File: config.mk
export PLATFORM = sky130hd
export DESIGN_NAME = heap_feeder_flat
export DESIGN_NICKNAME = d
export VERILOG_FILES = /design/src/rtl/heap_feeder_if.sv /design/src/rtl/heap_feeder.sv /design/src/flat_wrapper.sv
export SDC_FILE = /design/constraint.sdc
export NUM_CORES = 1
export LEC_CHECK = 0
export CORE_MARGIN = 1.5
export CORE_UTILIZATION = 46
export CTS_CLUSTER_DIAMETER = 60
export DETAILED_ROUTE_END_ITERATION = 16
export GPL_ROUTABILITY_DRIVEN = 0
export GPL_TIMING_DRIVEN = 0
export HOLD_SLACK_MARGIN = 0.15
export PLACE_DENSITY = 0.79
export SLEW_MARGIN = 0
export SYNTH_ARGS = -nofsm -noshare
export SYNTH_HDL_FRONTEND = slang
export SYNTH_SLANG_ARGS = --single-unit
export TNS_END_PERCENT = 20
File: constraint.sdc
create_clock -name clk -period 2.4 [get_ports clk]
set_clock_uncertainty 0.1 [all_clocks]
set_input_delay 0.24 -clock clk [delete_from_list [all_inputs] [get_ports clk]]
set_output_delay 0.24 -clock clk [all_outputs]
set_load 0.05 [all_outputs]
File: src/rtl/heap_feeder_if.sv
// Upstream item stream into the heap feeder.
//   s_valid   : item present (source drives)
//   s_ready   : item accepted this cycle when high with s_valid (feeder drives)
//   s_key     : sort key
//   s_payload : item tag/index
//   s_last    : final item of the frame
interface heap_feeder_if #(
  parameter int KEY_WIDTH = 16,
  parameter int PAY_WIDTH = 14
) ();
  logic                 s_valid;
  logic                 s_ready;
  logic [KEY_WIDTH-1:0] s_key;
  logic [PAY_WIDTH-1:0] s_payload;
  logic                 s_last;

  modport master (output s_valid, output s_key, output s_payload, output s_last, input s_ready);
  modport slave  (input s_valid, input s_key, input s_payload, input s_last, output s_ready);
endinterface

File: src/rtl/heap_feeder.sv
// Feeds one frame of keyed items into a systolic heap, then flushes it and waits for the
// drain window before signalling completion.
//   clk, rstn  : clock, asynchronous active-low reset
//   s          : item stream (heap_feeder_if slave)
//   heap_din   : packed {2'b00, payload, key} word, held until the next accepted item
//   heap_en    : one-cycle insert strobe
//   heap_init  : one-cycle frame-start strobe
//   heap_flush : one-cycle drain strobe
//   busy       : high whenever not idle
//   frame_done : one-cycle pulse after the drain window
//   item_cnt   : items accepted in the current frame (saturating)
module heap_feeder #(
  parameter int DATA_WIDTH = 32,
  parameter int KEY_WIDTH  = 16,
  parameter int NLEVELS    = 2
) (
  input  logic                  clk,
  input  logic                  rstn,
  heap_feeder_if.slave          s,
  output logic [DATA_WIDTH-1:0] heap_din,
  output logic                  heap_en,
  output logic                  heap_init,
  output logic                  heap_flush,
  output logic                  busy,
  output logic                  frame_done,
  output logic [15:0]           item_cnt
);

  localparam int HEAP_SIZE  = (2 ** (NLEVELS + 1)) - 1;
  localparam int PAY_WIDTH  = DATA_WIDTH - 2 - KEY_WIDTH;
  localparam int FLUSH_WAIT = 2 * HEAP_SIZE + 4;
  localparam int CW         = $clog2(FLUSH_WAIT + 1);

  typedef enum logic [2:0] {StIdle, StInit, StRun, StGap, StFlush, StWait, StDone} state_e;

  state_e        state_q;
  logic          s_ready_q;
  logic          last_q;
  logic [CW-1:0] wait_cnt_q;

  assign s.s_ready = s_ready_q;

  // All outputs are registered: each is set on the transition into the state that owns it.
  always_ff @(posedge clk or negedge rstn) begin
    if (!rstn) begin
      state_q    <= StIdle;
      s_ready_q  <= 1'b0;
      last_q     <= 1'b0;
      wait_cnt_q <= '0;
      heap_din   <= '0;
      heap_en    <= 1'b0;
      heap_init  <= 1'b0;
      heap_flush <= 1'b0;
      busy       <= 1'b0;
      frame_done <= 1'b0;
      item_cnt   <= '0;
    end else begin
      case (state_q)
        StIdle: begin
          // The waiting item is not consumed here; it is taken in RUN.
          if (s.s_valid) begin
            state_q   <= StInit;
            heap_init <= 1'b1;
            busy      <= 1'b1;
            item_cnt  <= '0;
          end
        end
        StInit: begin
          heap_init <= 1'b0;
          s_ready_q <= 1'b1;
          state_q   <= StRun;
        end
        StRun: begin
          if (s.s_valid) begin
            heap_din  <= {2'b00, s.s_payload[PAY_WIDTH-1:0], s.s_key[KEY_WIDTH-1:0]};
            last_q    <= s.s_last;
            s_ready_q <= 1'b0;
            heap_en   <= 1'b1;
            if (item_cnt != 16'hFFFF) item_cnt <= item_cnt + 16'd1;
            state_q   <= StGap;
          end
        end
        StGap: begin
          // Forced bubble: the heap needs two cycles per insert.
          heap_en <= 1'b0;
          if (last_q) begin
            heap_flush <= 1'b1;
            state_q    <= StFlush;
          end else begin
            s_ready_q <= 1'b1;
            state_q   <= StRun;
          end
        end
        StFlush: begin
          heap_flush <= 1'b0;
          wait_cnt_q <= CW'(FLUSH_WAIT - 1);
          state_q    <= StWait;
        end
        StWait: begin
          if (wait_cnt_q == '0) begin
            frame_done <= 1'b1;
            state_q    <= StDone;
          end else begin
            wait_cnt_q <= wait_cnt_q - CW'(1);
          end
        end
        StDone: begin
          frame_done <= 1'b0;
          busy       <= 1'b0;
          state_q    <= StIdle;
        end
        default: begin
          state_q    <= StIdle;
          s_ready_q  <= 1'b0;
          heap_en    <= 1'b0;
          heap_init  <= 1'b0;
          heap_flush <= 1'b0;
          frame_done <= 1'b0;
          busy       <= 1'b0;
        end
      endcase
    end
  end

endmodule
File: src/flat_wrapper.sv
// flat-port wrapper written by rule: the top's interface ports become plain ports
module heap_feeder_flat 
#(
  parameter int DATA_WIDTH = 32,
  parameter int KEY_WIDTH  = 16,
  parameter int NLEVELS    = 2
)
  (clk, rstn, heap_din, heap_en, heap_init, heap_flush, busy, frame_done, item_cnt, s_s_valid, s_s_key, s_s_payload, s_s_last, s_s_ready);
  heap_feeder_if #(.KEY_WIDTH(KEY_WIDTH)) s_i ();
  input  logic clk;
  input  logic rstn;
  output logic [DATA_WIDTH-1:0] heap_din;
  output logic heap_en;
  output logic heap_init;
  output logic heap_flush;
  output logic busy;
  output logic frame_done;
  output logic [15:0] item_cnt;
  input wire logic [$bits(s_i.s_valid)-1:0] s_s_valid;
  input wire logic [$bits(s_i.s_key)-1:0] s_s_key;
  input wire logic [$bits(s_i.s_payload)-1:0] s_s_payload;
  input wire logic [$bits(s_i.s_last)-1:0] s_s_last;
  output wire logic [$bits(s_i.s_ready)-1:0] s_s_ready;
  assign s_i.s_valid = s_s_valid;
  assign s_i.s_key = s_s_key;
  assign s_i.s_payload = s_s_payload;
  assign s_i.s_last = s_s_last;
  assign s_s_ready = s_i.s_ready;
  heap_feeder #(.DATA_WIDTH(DATA_WIDTH), .KEY_WIDTH(KEY_WIDTH), .NLEVELS(NLEVELS)) u_core (.clk(clk), .rstn(rstn), .s(s_i), .heap_din(heap_din), .heap_en(heap_en), .heap_init(heap_init), .heap_flush(heap_flush), .busy(busy), .frame_done(frame_done), .item_cnt(item_cnt));
endmodule
==> impl_metrics.csv <==
group,metric,value,unit
floorplanning,die_width,81.18,um
route,drt_pass1_iterations,4,
route,wl,6.739,mm
power_and_ir_drop,power,5.812,mW
placed_design,dpl_worst_slack,373.0,ps
layout,layout.cells.non_filler,496,
power_and_ir_drop,p_leak,1.839,nW
flow_run,maxCapViolCount,0,
timing,tns,0,ps
timing,fin_ws,349.3,ps
clock_network,clkTransAtPathRegs,70,ps
clock_network,cts_tree,"yes",
route,wl_met3,483,um
layout,utilization,67.16,%
worst_setup_path,critical_path_class,"reg2reg",
timing,period_share,85.45,%
route,wire_per_inst,13.59,um
worst_setup_path,cp_max_fo,10,
synth,synth_area,2811,sq um
synth,synth_area_leaders,"dfrtp_1, nand2_1, o21ai_0",
status,status,"complete, no violations",
synth,syn_inst,317,
synth,avgSynthCellArea,8.869,sq um
synth,synth-edff-count,0,
worst_setup_path,worstSetupEndpointType,"register",
clock_network,clock-root-buffer,"clkbuf_8",
power_and_ir_drop,power_density,1462,nW/um^2
floorplanning,die_y,81.18,um
synth,ys_seq_area_share,54.29,%
timing,slew_headroom,54.23,%
global_routing,grt_pass1_vias,2425,
floorplanning,initial_utilization,47.49,%
worst_setup_path,required,2520,ps
route,wl_met1,3.066,mm
route,drc,0,
route,drt_iter0_markers,156,
clock_network,cts_made_buffers,9,
global_routing,grt_max_degree,33,
placed_design,placed_cells,479,
route,top_layer,"met4",
clock_network,insertion_delay,340,ps
timing,finalHoldViolCount,0,
min_path,worstHoldPathType,"in2reg",
layout,diodes,0,
synth,synth_top_flop_cell,"dfrtp_1",
timing,clock.fmax,0.4876,GHz
worst_setup_path,crit_arrival,2170,ps
global_routing,antenna_found_initial,0,
layout,final_nets,452,
clock_network,ctsResizeCount,0,
clock_network,cts_sinks,61,
worst_setup_path,cpPeakStageDelay,460,ps
placed_design,dpl_cell_area,3775,sq um
floorplanning,rows,28,
route,wl_met2,3.123,mm
timing,rsz0062_at_grt,"false",
route,vias,2557,
timing,setup_viol_count_final,0,
power_and_ir_drop,ir_drop,0.0009026,V
worst_setup_path,crit_path_cell_trace,"ha_1, nand4_2, nor4_4, a31o_4, buf_6, nand2_1, o311ai_1",
route,avgViaCountPerCell,5.155,
layout,post-route-cell-area,3976,sq um
timing,hold_ws,329.0,ps
timing,slew_viol_final,0,
route,ant_nets,0,
synth,synth_top_area_share,54.29,%
timing,period_needed,2051,ps
worst_setup_path,cp-start-kind,"register",
synth,yosysWarnings,0,
worst_setup_path,cp_slowest_cell,"dfrtp_1",
placed_design,portBuffers,85,
layout,drive_gt1_share,9.501,%
synth,ys_async_sr_fraction,100.0,%
floorplanning,pin_count,88,
synth,synth_seq_cells,61,
timing,tightest_slew,681.3,ps
global_routing,grt_pass1_wl,11.09,mm
layout,syn_to_final_growth,41.43,%
placed_design,post-dp-hpwl,4.733,mm
floorplanning,die_area,6590,sq um
synth,synth.distinct_cells,42,
floorplanning,core,5921,sq um
clock_network,htreeDepth,3,
global_routing,grt_usage,22.30,%
synth,yosysTopAreaCell,"dfrtp_1",
clock_network,cts_max_path_buffers,2,
global_routing,grt-ovfl-total,0,
==> timing repair <==
item                                   CTS  global route
endpoints found under the hold margin   29             0
hold buffers                             1             0
buffers inserted                         0             0
==> per-layer routing <==
metal / vias to the layer above / GRT usage (%)
li1: 1268 / -
met1: 1186 / 29.09
met2: 98 / 34.17
met3: 5 / 7.303
met4: 0 / 9.138
met5: - / 0
==> final cells by class <==
| cell class | count | area, sq um |
|---|---|---|
| tap | 75 | 93.84 |
| buffer | 18 | 93.84 |
| clock buffer | 11 | 141.4 |
| clock inverter | 5 | 50.05 |
| multi-input combinational | 234 | 1176 |
| inverter | 5 | 18.77 |
| timing repair buffer | 87 | 875.8 |
| fill | 502 | 1944 |
| sequential | 61 | 1526 |
==> kinds of logic (layout without fill, tap and decap cells) <==
logic type | count (synthesis) | after routing | synth area share [%]
and+or+nand+nor | 172 | 172 | 27.46
DFF | 61 | 61 | 54.29
AOI/OAI and AO/OA | 57 | 57 | 12.91
buffers and inverters | 23 | 126 | 4.005
adders and majority gates | 2 | 2 | 0.8899
other | 1 | 2 | 0.1334
xor gates and xnor gates | 1 | 1 | 0.3116
==> worst max-delay path, delay by kind of cell (launching register included) <==
| family | cells | cell delay, ps |
|---|---|---|
| AO/OA/AOI/OAI | 2 | 330 |
| adder cells (fa/ha/maj) | 1 | 320 |
| buffers and inverters | 1 | 150 |
| flip-flops | 1 | 460 |
| AND/OR/NAND/NOR | 3 | 580 |
==> cells in the final DEF (no fill, tap or decap), drive strengths merged, types with 7 or more instances in the layout <==
cell type,netlist,layout
nand2b,7,7
nor2,15,15
o21ai,20,20
buf,13,15
clkbuf,5,16
dfrtp,61,61
nand2,115,115
nand3,12,12
clkdlybuf4s50,0,84
a31oi,7,7
a21oi,11,11
==> where the power goes <==
part	leakage [nW]	total, mW	switching [mW]	internal (mW)
Clock	0.103	0.893	0.392	0.501
Combinational	0.975	3.18	2.12	1.06
Sequential	0.761	1.74	0.303	1.44
==> cells in the mapped netlist, drive strengths merged (5+ instances only) <==
master	number
o21ai	20
o31ai	5
clkbuf	5
nand2	115
nand3	12
nor3	6
buf	13
inv	5
nand2b	7
a31oi	7
a21oi	11
dfrtp	61
nand4	5
nor2	15
==> sequential cells by signal (all words and copies together) (netlist names) <==
signal             cells
u_core.heap_din       30
u_core.item_cnt       16
u_core.wait_cnt_q      5
u_core.state_q         3
u_core.busy            1
u_core.frame_done      1
u_core.heap_en         1
u_core.heap_flush      1
u_core.heap_init       1
u_core.last_q          1
u_core.s.s_ready       1
==> worst paths after layout <==
kind / start / to / slack [ps] / depth (start not counted)
max in group asynchronous: rstn / u_core.heap_din[27] / 1210 / 3
setup reg to reg: u_core.item_cnt[1] / u_core.item_cnt[12] / 350 / 7
setup / recovery: u_core.item_cnt[1] / u_core.item_cnt[12] / 350 / 7
hold / removal: s_s_last / u_core.last_q / 330 / 3
min in group asynchronous: rstn / u_core.heap_init / 370 / 2
hold reg to reg: u_core.heap_din[2] / u_core.heap_din[2] / 370 / 2
(Power assumes the default switching activity.)
